==> src/rtl/cordic_phase_gen_if.sv <==
// Sweep control, cordic 4-phase handshake and captured-result signals of cordic_phase_gen.
interface cordic_phase_gen_if;
    logic               i_start;
    logic               i_stop;
    logic [15:0]        i_step;
    logic [15:0]        i_count;
    logic               o_req;
    logic signed [19:0] o_theta;
    logic               i_ack;
    logic signed [19:0] i_sin;
    logic signed [19:0] i_cos;
    logic signed [19:0] o_sin;
    logic signed [19:0] o_cos;
    logic signed [19:0] o_theta_out;
    logic               o_valid;
    logic [15:0]        o_samples;
    logic               o_busy;
    logic               o_err;

    modport slave (
        input  i_start, i_stop, i_step, i_count, i_ack, i_sin, i_cos,
        output o_req, o_theta, o_sin, o_cos, o_theta_out, o_valid, o_samples, o_busy, o_err
    );
    modport master (
        output i_start, i_stop, i_step, i_count, i_ack, i_sin, i_cos,
        input  o_req, o_theta, o_sin, o_cos, o_theta_out, o_valid, o_samples, o_busy, o_err
    );
endinterface

==> src/rtl/cordic_phase_gen.sv <==
// Phase sweep generator: steps an angle over [-PI, PI) and trades each angle for a
// sin/cos pair with a cordic over a 4-phase req/ack handshake, with per-edge timeout.
module cordic_phase_gen #(
    parameter logic signed [19:0] PI      = 20'sd205887,
    parameter int                 TIMEOUT = 1024
) (
    input logic               i_clk,
    input logic               i_rst,
    cordic_phase_gen_if.slave bus
);
    localparam int TW = $clog2(TIMEOUT + 1);
    localparam logic signed [20:0] PI21   = 21'(PI);
    localparam logic signed [20:0] TWO_PI = PI21 + PI21;

    typedef enum logic [1:0] {IDLE, REQ, REL} state_t;

    state_t             state_q, state_d;
    logic signed [19:0] theta_q, theta_d;
    logic signed [19:0] sin_q, sin_d, cos_q, cos_d, theta_out_q, theta_out_d;
    logic [15:0]        step_q, step_d, count_q, count_d, samples_q, samples_d;
    logic               valid_q, valid_d, err_q, err_d, stop_q, stop_d;
    logic [TW-1:0]      tmo_q, tmo_d;
    logic signed [20:0] sum, wrapped;
    logic               tmo_hit;

    // One extra bit keeps theta + step from overflowing before the wrap test.
    always_comb begin
        sum     = 21'(theta_q) + $signed({5'b0, step_q});
        wrapped = (sum >= PI21) ? sum - TWO_PI : sum;
        tmo_hit = (tmo_q == TW'(TIMEOUT - 1));
    end

    always_ff @(posedge i_clk) begin
        if (i_rst) begin
            state_q     <= IDLE;
            theta_q     <= -PI;
            sin_q       <= '0;
            cos_q       <= '0;
            theta_out_q <= '0;
            step_q      <= '0;
            count_q     <= '0;
            samples_q   <= '0;
            valid_q     <= 1'b0;
            err_q       <= 1'b0;
            stop_q      <= 1'b0;
            tmo_q       <= '0;
        end else begin
            state_q     <= state_d;
            theta_q     <= theta_d;
            sin_q       <= sin_d;
            cos_q       <= cos_d;
            theta_out_q <= theta_out_d;
            step_q      <= step_d;
            count_q     <= count_d;
            samples_q   <= samples_d;
            valid_q     <= valid_d;
            err_q       <= err_d;
            stop_q      <= stop_d;
            tmo_q       <= tmo_d;
        end
    end

    always_comb begin
        state_d     = state_q;
        theta_d     = theta_q;
        sin_d       = sin_q;
        cos_d       = cos_q;
        theta_out_d = theta_out_q;
        step_d      = step_q;
        count_d     = count_q;
        samples_d   = samples_q;
        valid_d     = 1'b0;
        err_d       = err_q;
        stop_d      = stop_q;
        tmo_d       = '0;
        case (state_q)
            IDLE: begin
                if (bus.i_start) begin
                    step_d    = (bus.i_step == 16'd0) ? 16'd1 : bus.i_step;
                    count_d   = bus.i_count;
                    theta_d   = -PI;
                    samples_d = '0;
                    err_d     = 1'b0;
                    stop_d    = 1'b0;
                    state_d   = REQ;
                end
            end
            REQ: begin
                if (bus.i_stop) stop_d = 1'b1;
                if (bus.i_ack) begin
                    sin_d       = bus.i_sin;
                    cos_d       = bus.i_cos;
                    theta_out_d = theta_q;
                    samples_d   = (samples_q == 16'hFFFF) ? samples_q : samples_q + 16'd1;
                    valid_d     = 1'b1;
                    state_d     = REL;
                end else if (tmo_hit) begin
                    err_d   = 1'b1;
                    state_d = IDLE;
                end else begin
                    tmo_d = tmo_q + TW'(1);
                end
            end
            REL: begin
                if (bus.i_stop) stop_d = 1'b1;
                if (!bus.i_ack) begin
                    // A stop arriving on the exit cycle still ends the sweep here.
                    if (stop_q || bus.i_stop || (count_q != 16'd0 && samples_q == count_q)) begin
                        state_d = IDLE;
                    end else begin
                        theta_d = 20'(wrapped);
                        state_d = REQ;
                    end
                end else if (tmo_hit) begin
                    err_d   = 1'b1;
                    state_d = IDLE;
                end else begin
                    tmo_d = tmo_q + TW'(1);
                end
            end
            default: state_d = IDLE;
        endcase
    end

    always_comb begin
        bus.o_req       = (state_q == REQ);
        bus.o_busy      = (state_q != IDLE);
        bus.o_theta     = theta_q;
        bus.o_sin       = sin_q;
        bus.o_cos       = cos_q;
        bus.o_theta_out = theta_out_q;
        bus.o_valid     = valid_q;
        bus.o_samples   = samples_q;
        bus.o_err       = err_q;
    end
endmodule

==> src/flat_wrapper.sv <==
// flat-port wrapper written by rule: the top's interface ports become plain ports
module cordic_phase_gen_flat 
#(
    parameter logic signed [19:0] PI      = 20'sd205887,
    parameter int                 TIMEOUT = 1024
)
  (i_clk, i_rst, bus_i_start, bus_i_stop, bus_i_step, bus_i_count, bus_i_ack, bus_i_sin, bus_i_cos, bus_o_req, bus_o_theta, bus_o_sin, bus_o_cos, bus_o_theta_out, bus_o_valid, bus_o_samples, bus_o_busy, bus_o_err);
  cordic_phase_gen_if bus_i ();
  input logic i_clk;
  input logic i_rst;
  input wire logic [$bits(bus_i.i_start)-1:0] bus_i_start;
  input wire logic [$bits(bus_i.i_stop)-1:0] bus_i_stop;
  input wire logic [$bits(bus_i.i_step)-1:0] bus_i_step;
  input wire logic [$bits(bus_i.i_count)-1:0] bus_i_count;
  input wire logic [$bits(bus_i.i_ack)-1:0] bus_i_ack;
  input wire logic [$bits(bus_i.i_sin)-1:0] bus_i_sin;
  input wire logic [$bits(bus_i.i_cos)-1:0] bus_i_cos;
  output wire logic [$bits(bus_i.o_req)-1:0] bus_o_req;
  output wire logic [$bits(bus_i.o_theta)-1:0] bus_o_theta;
  output wire logic [$bits(bus_i.o_sin)-1:0] bus_o_sin;
  output wire logic [$bits(bus_i.o_cos)-1:0] bus_o_cos;
  output wire logic [$bits(bus_i.o_theta_out)-1:0] bus_o_theta_out;
  output wire logic [$bits(bus_i.o_valid)-1:0] bus_o_valid;
  output wire logic [$bits(bus_i.o_samples)-1:0] bus_o_samples;
  output wire logic [$bits(bus_i.o_busy)-1:0] bus_o_busy;
  output wire logic [$bits(bus_i.o_err)-1:0] bus_o_err;
  assign bus_i.i_start = bus_i_start;
  assign bus_i.i_stop = bus_i_stop;
  assign bus_i.i_step = bus_i_step;
  assign bus_i.i_count = bus_i_count;
  assign bus_i.i_ack = bus_i_ack;
  assign bus_i.i_sin = bus_i_sin;
  assign bus_i.i_cos = bus_i_cos;
  assign bus_o_req = bus_i.o_req;
  assign bus_o_theta = bus_i.o_theta;
  assign bus_o_sin = bus_i.o_sin;
  assign bus_o_cos = bus_i.o_cos;
  assign bus_o_theta_out = bus_i.o_theta_out;
  assign bus_o_valid = bus_i.o_valid;
  assign bus_o_samples = bus_i.o_samples;
  assign bus_o_busy = bus_i.o_busy;
  assign bus_o_err = bus_i.o_err;
  cordic_phase_gen #(.PI(PI), .TIMEOUT(TIMEOUT)) u_core (.i_clk(i_clk), .i_rst(i_rst), .bus(bus_i));
endmodule
==> config.mk <==
export PLATFORM = sky130hd
export DESIGN_NAME = cordic_phase_gen_flat
export DESIGN_NICKNAME = d
export VERILOG_FILES = /design/src/rtl/cordic_phase_gen_if.sv /design/src/rtl/cordic_phase_gen.sv /design/src/flat_wrapper.sv
export SDC_FILE = /design/constraint.sdc
export NUM_CORES = 1
export LEC_CHECK = 0
export ABC_AREA = 1
export BUFFER_PORTS_ARGS = -buffer_cell sky130_fd_sc_hd__buf_4
export CAP_MARGIN = 40
export CORE_MARGIN = 3
export CORE_UTILIZATION = 45
export DETAILED_ROUTE_END_ITERATION = 6
export GPL_ROUTABILITY_DRIVEN = 0
export GPL_TIMING_DRIVEN = 0
export PLACE_DENSITY = 0.69
export SYNTH_ARGS = -nofsm -noshare
export SYNTH_HDL_FRONTEND = slang
export SYNTH_SLANG_ARGS = --single-unit
==> constraint.sdc <==
create_clock -name i_clk -period 4.3 [get_ports i_clk]
set_input_delay 0.215 -clock i_clk [delete_from_list [all_inputs] [get_ports i_clk]]
set_output_delay 0.215 -clock i_clk [all_outputs]
set_load 0.01 [all_outputs]
==> results.json <==
{
  "clk_latency_ns": 0.43,
  "grt_overflow": 0,
  "num_antenna_cells": 0,
  "critPathRequiredTime_ns": 4.60,
  "htreeDepth": 4,
  "die_w_um": 136,
  "crit_type": "flop to flop",
  "placed_area_sq_um": 9190,
  "ys_types": 38,
  "fmaxAchievable_mhz": 283,
  "final_layout_size_suffix_gt1_frac": 0.185,
  "tightest_slew_ns": 0.675,
  "slew_violations": 0,
  "cp_slowest_stage_delay_ns": 0.48,
  "wl_per_cell_um": 15.0,
  "synth-async-reset-ratio": 0,
  "die_h_um": 136,
  "slew_headroom": 0.550,
  "irDropWorstVdd_v": 0.000302,
  "synth_area_leaders": "dfxtp_1 (38%), nand2_1 (14%), nor2_1 (9.5%)",
  "hold_viol_final": 0,
  "cts_hold_buf": 0,
  "io_pins": 177,
  "hpwl_um": 18500,
  "grtUsageTotal": 0.250,
  "core_sq_um": 16200,
  "status": "finished, final reports clean",
  "synth_warnings": 0,
  "period_share": 0.822,
  "clock_path_buffers": 2,
  "yosys.area.top_type": "dfxtp_1",
  "fin_crit_ns": 3.54,
  "setup_viol": 0,
  "netlist_area_sq_um": 7610,
  "grt_pass1_vias": 6980,
  "via_per_inst": 5.10,
  "path_max_fanout": 10,
  "area_growth_pct": 28.4,
  "drc": 0,
  "nNetsFinal": 1453,
  "cts_made_buffers": 17,
  "cap_violations": 0,
  "dr.first_iter.drc_count": 705,
  "ys_ff_latch": 144,
  "design_area_sq_um": 9770,
  "start_kind": "flop",
  "grt_max_degree": 17,
  "syn_nets": 1259,
  "cts_tree": "built",
  "routed_wl_um": 23700,
  "synth_edf_count": 0,
  "synth_top_area_frac": 0.379,
  "cp_data_arrival_time_ns": 3.84,
  "syn_area_per_cell_sq_um": 6.58,
  "cts_setup_buffers": 0,
  "powerDensity_nw_per_um2": 391,
  "die-area_sq_um": 18500,
  "initial_core_util": 0.469,
  "grt_pass1_wl_um": 36200,
  "antenna_found_initial": 0,
  "ctsResizeCount": 0,
  "ys.flop_type": "dfxtp_1",
  "syn_inst": 1157,
  "row_count": 46,
  "cts_root_buf": "clkbuf_16",
  "yosysSeqAreaShare": 0.379,
  "end_kind": "flop",
  "clock-sinks": 144,
  "setup_tns_ns": 0,
  "p_leak_nw": 4.48,
  "io_buffer_count": 175,
  "rsz0062_at_grt": "no",
  "hp-class": "input port to flop",
  "cp_slowest_cell": "clkbuf_1",
  "drt-pass1-iter-count": 6,
  "skew_ns": 0.0103,
  "clk_transition_reported_paths_ns": 0.07,
  "final_antenna_net_count": 0,
  "crit_chain": "inv_1 -> ha_1 -> clkbuf_1 -> inv_1 -> nor2_1 -> nand3_1 -> a21oi_1 -> clkinv_1 -> clkbuf_1 -> a21oi_1 -> nand2_1",
  "vias": 8052
}
state kept, by name (all words and copies together) (netlist names):
register / flops
u_core.bus.o_cos: 20
u_core.bus.o_err: 1
u_core.bus.o_samples: 16
u_core.bus.o_sin: 20
u_core.bus.o_theta: 20
u_core.bus.o_theta_out: 20
u_core.bus.o_valid: 1
u_core.count_q: 16
u_core.state_q: 2
u_core.step_q: 16
u_core.stop_q: 1
u_core.tmo_q: 11
where the power goes:
| group | internal [W] | switching (W) | total, W |
|---|---|---|---|
| Clock | 0.000870 | 0.000596 | 0.00147 |
| Sequential | 0.00142 | 0.0000720 | 0.00150 |
| Combinational | 0.000331 | 0.000526 | 0.000856 |
cell usage after synthesis, types with 6 or more instances:
master and count:
nand4_1 14, nand2_2 13, nor4_1 13, o21ai_0 102
xnor2_1 8, nand3_1 70, a21oi_1 80, dfxtp_1 144
clkbuf_1 37, xor2_1 16, nand2_1 276, inv_2 17
nor3_1 14, ha_1 24, nor2_1 193, nor2_2 6
inv_1 96
worst max-delay path: cells and delay by family (launching register included):
kind | cells | cell delay (ns)
DFF | 1 | 0.35
adders and majority gates | 1 | 0.15
and+or+nand+nor | 3 | 0.42
AOI/OAI and AO/OA | 2 | 0.69
buffers and inverters | 5 | 1.80
final cells by class:
cell class,instances,area (sq um)
fillers,1613,6460
clock inverters,12,135
flip-flops and latches,144,2880
well taps,216,270
repair buffers,175,1310
clock buffers,19,443
multi-input cells,858,4130
inverters,115,432
plain buffers,40,166
cell usage in the layout (no fill, tap or decap), types with 6 or more instances in the layout:
master,instances
ha_1,24
clkbuf_16,17
o21ai_0,102
nor2_2,6
dfxtp_1,144
xnor2_1,8
nand2_1,276
nor2_1,193
buf_4,175
nand2_2,13
nor3_1,14
inv_1,96
xor2_1,16
clkbuf_1,38
nor4_1,13
nand4_1,14
a21oi_1,80
inv_2,17
nand3_1,70
logic make-up (layout without fill, tap and decap cells):
group           after synthesis  count (layout)  synth area share
simple gates                616             616             0.343
compound gates              193             193             0.130
buf+inv                     155             361            0.0786
flops                       144             144             0.379
fa+ha+maj                    25              25            0.0421
xor+xnor                     24              24            0.0276
final timing paths:
check | slack [ns] | end | cells past startpoint | start
max | 0.76 | u_core.bus.o_theta[11] | 11 | u_core.state_q[0]
min | 0.04 | u_core.count_q[12] | 3 | bus_i_count[12]
max reg2reg | 0.76 | u_core.bus.o_theta[11] | 11 | u_core.state_q[0]
min reg2reg | 0.45 | u_core.tmo_q[10] | 2 | u_core.tmo_q[10]
metrics by stage:
stage | instances | hold slack [ns] | power, W | setup WS [ns] | utilization
2_1_floorplan | 1157 | 0.360 | 0.00205 | 1.59 | -
3_3_place_gp | 1548 | 0.424 | 0.00236 | 0.909 | 0.566
3_5_place_dp | 1548 | 0.439 | 0.00237 | 0.857 | 0.566
4_1_cts | 1579 | 0.0366 | 0.00383 | 0.843 | 0.602
5_1_grt | 1579 | 0.0500 | 0.00400 | 0.553 | 0.602
6_report | 1579 | 0.0432 | 0.00382 | 0.764 | 0.602
metal layers:
layer / share of wire / GRT usage
met1: 0.45 / 0.346
met2: 0.44 / 0.398
met3: 0.096 / 0.0607
met4: 0.0089 / 0.0498
met5: 0 / 0
Note: power is estimated with default switching activity, not from simulation.
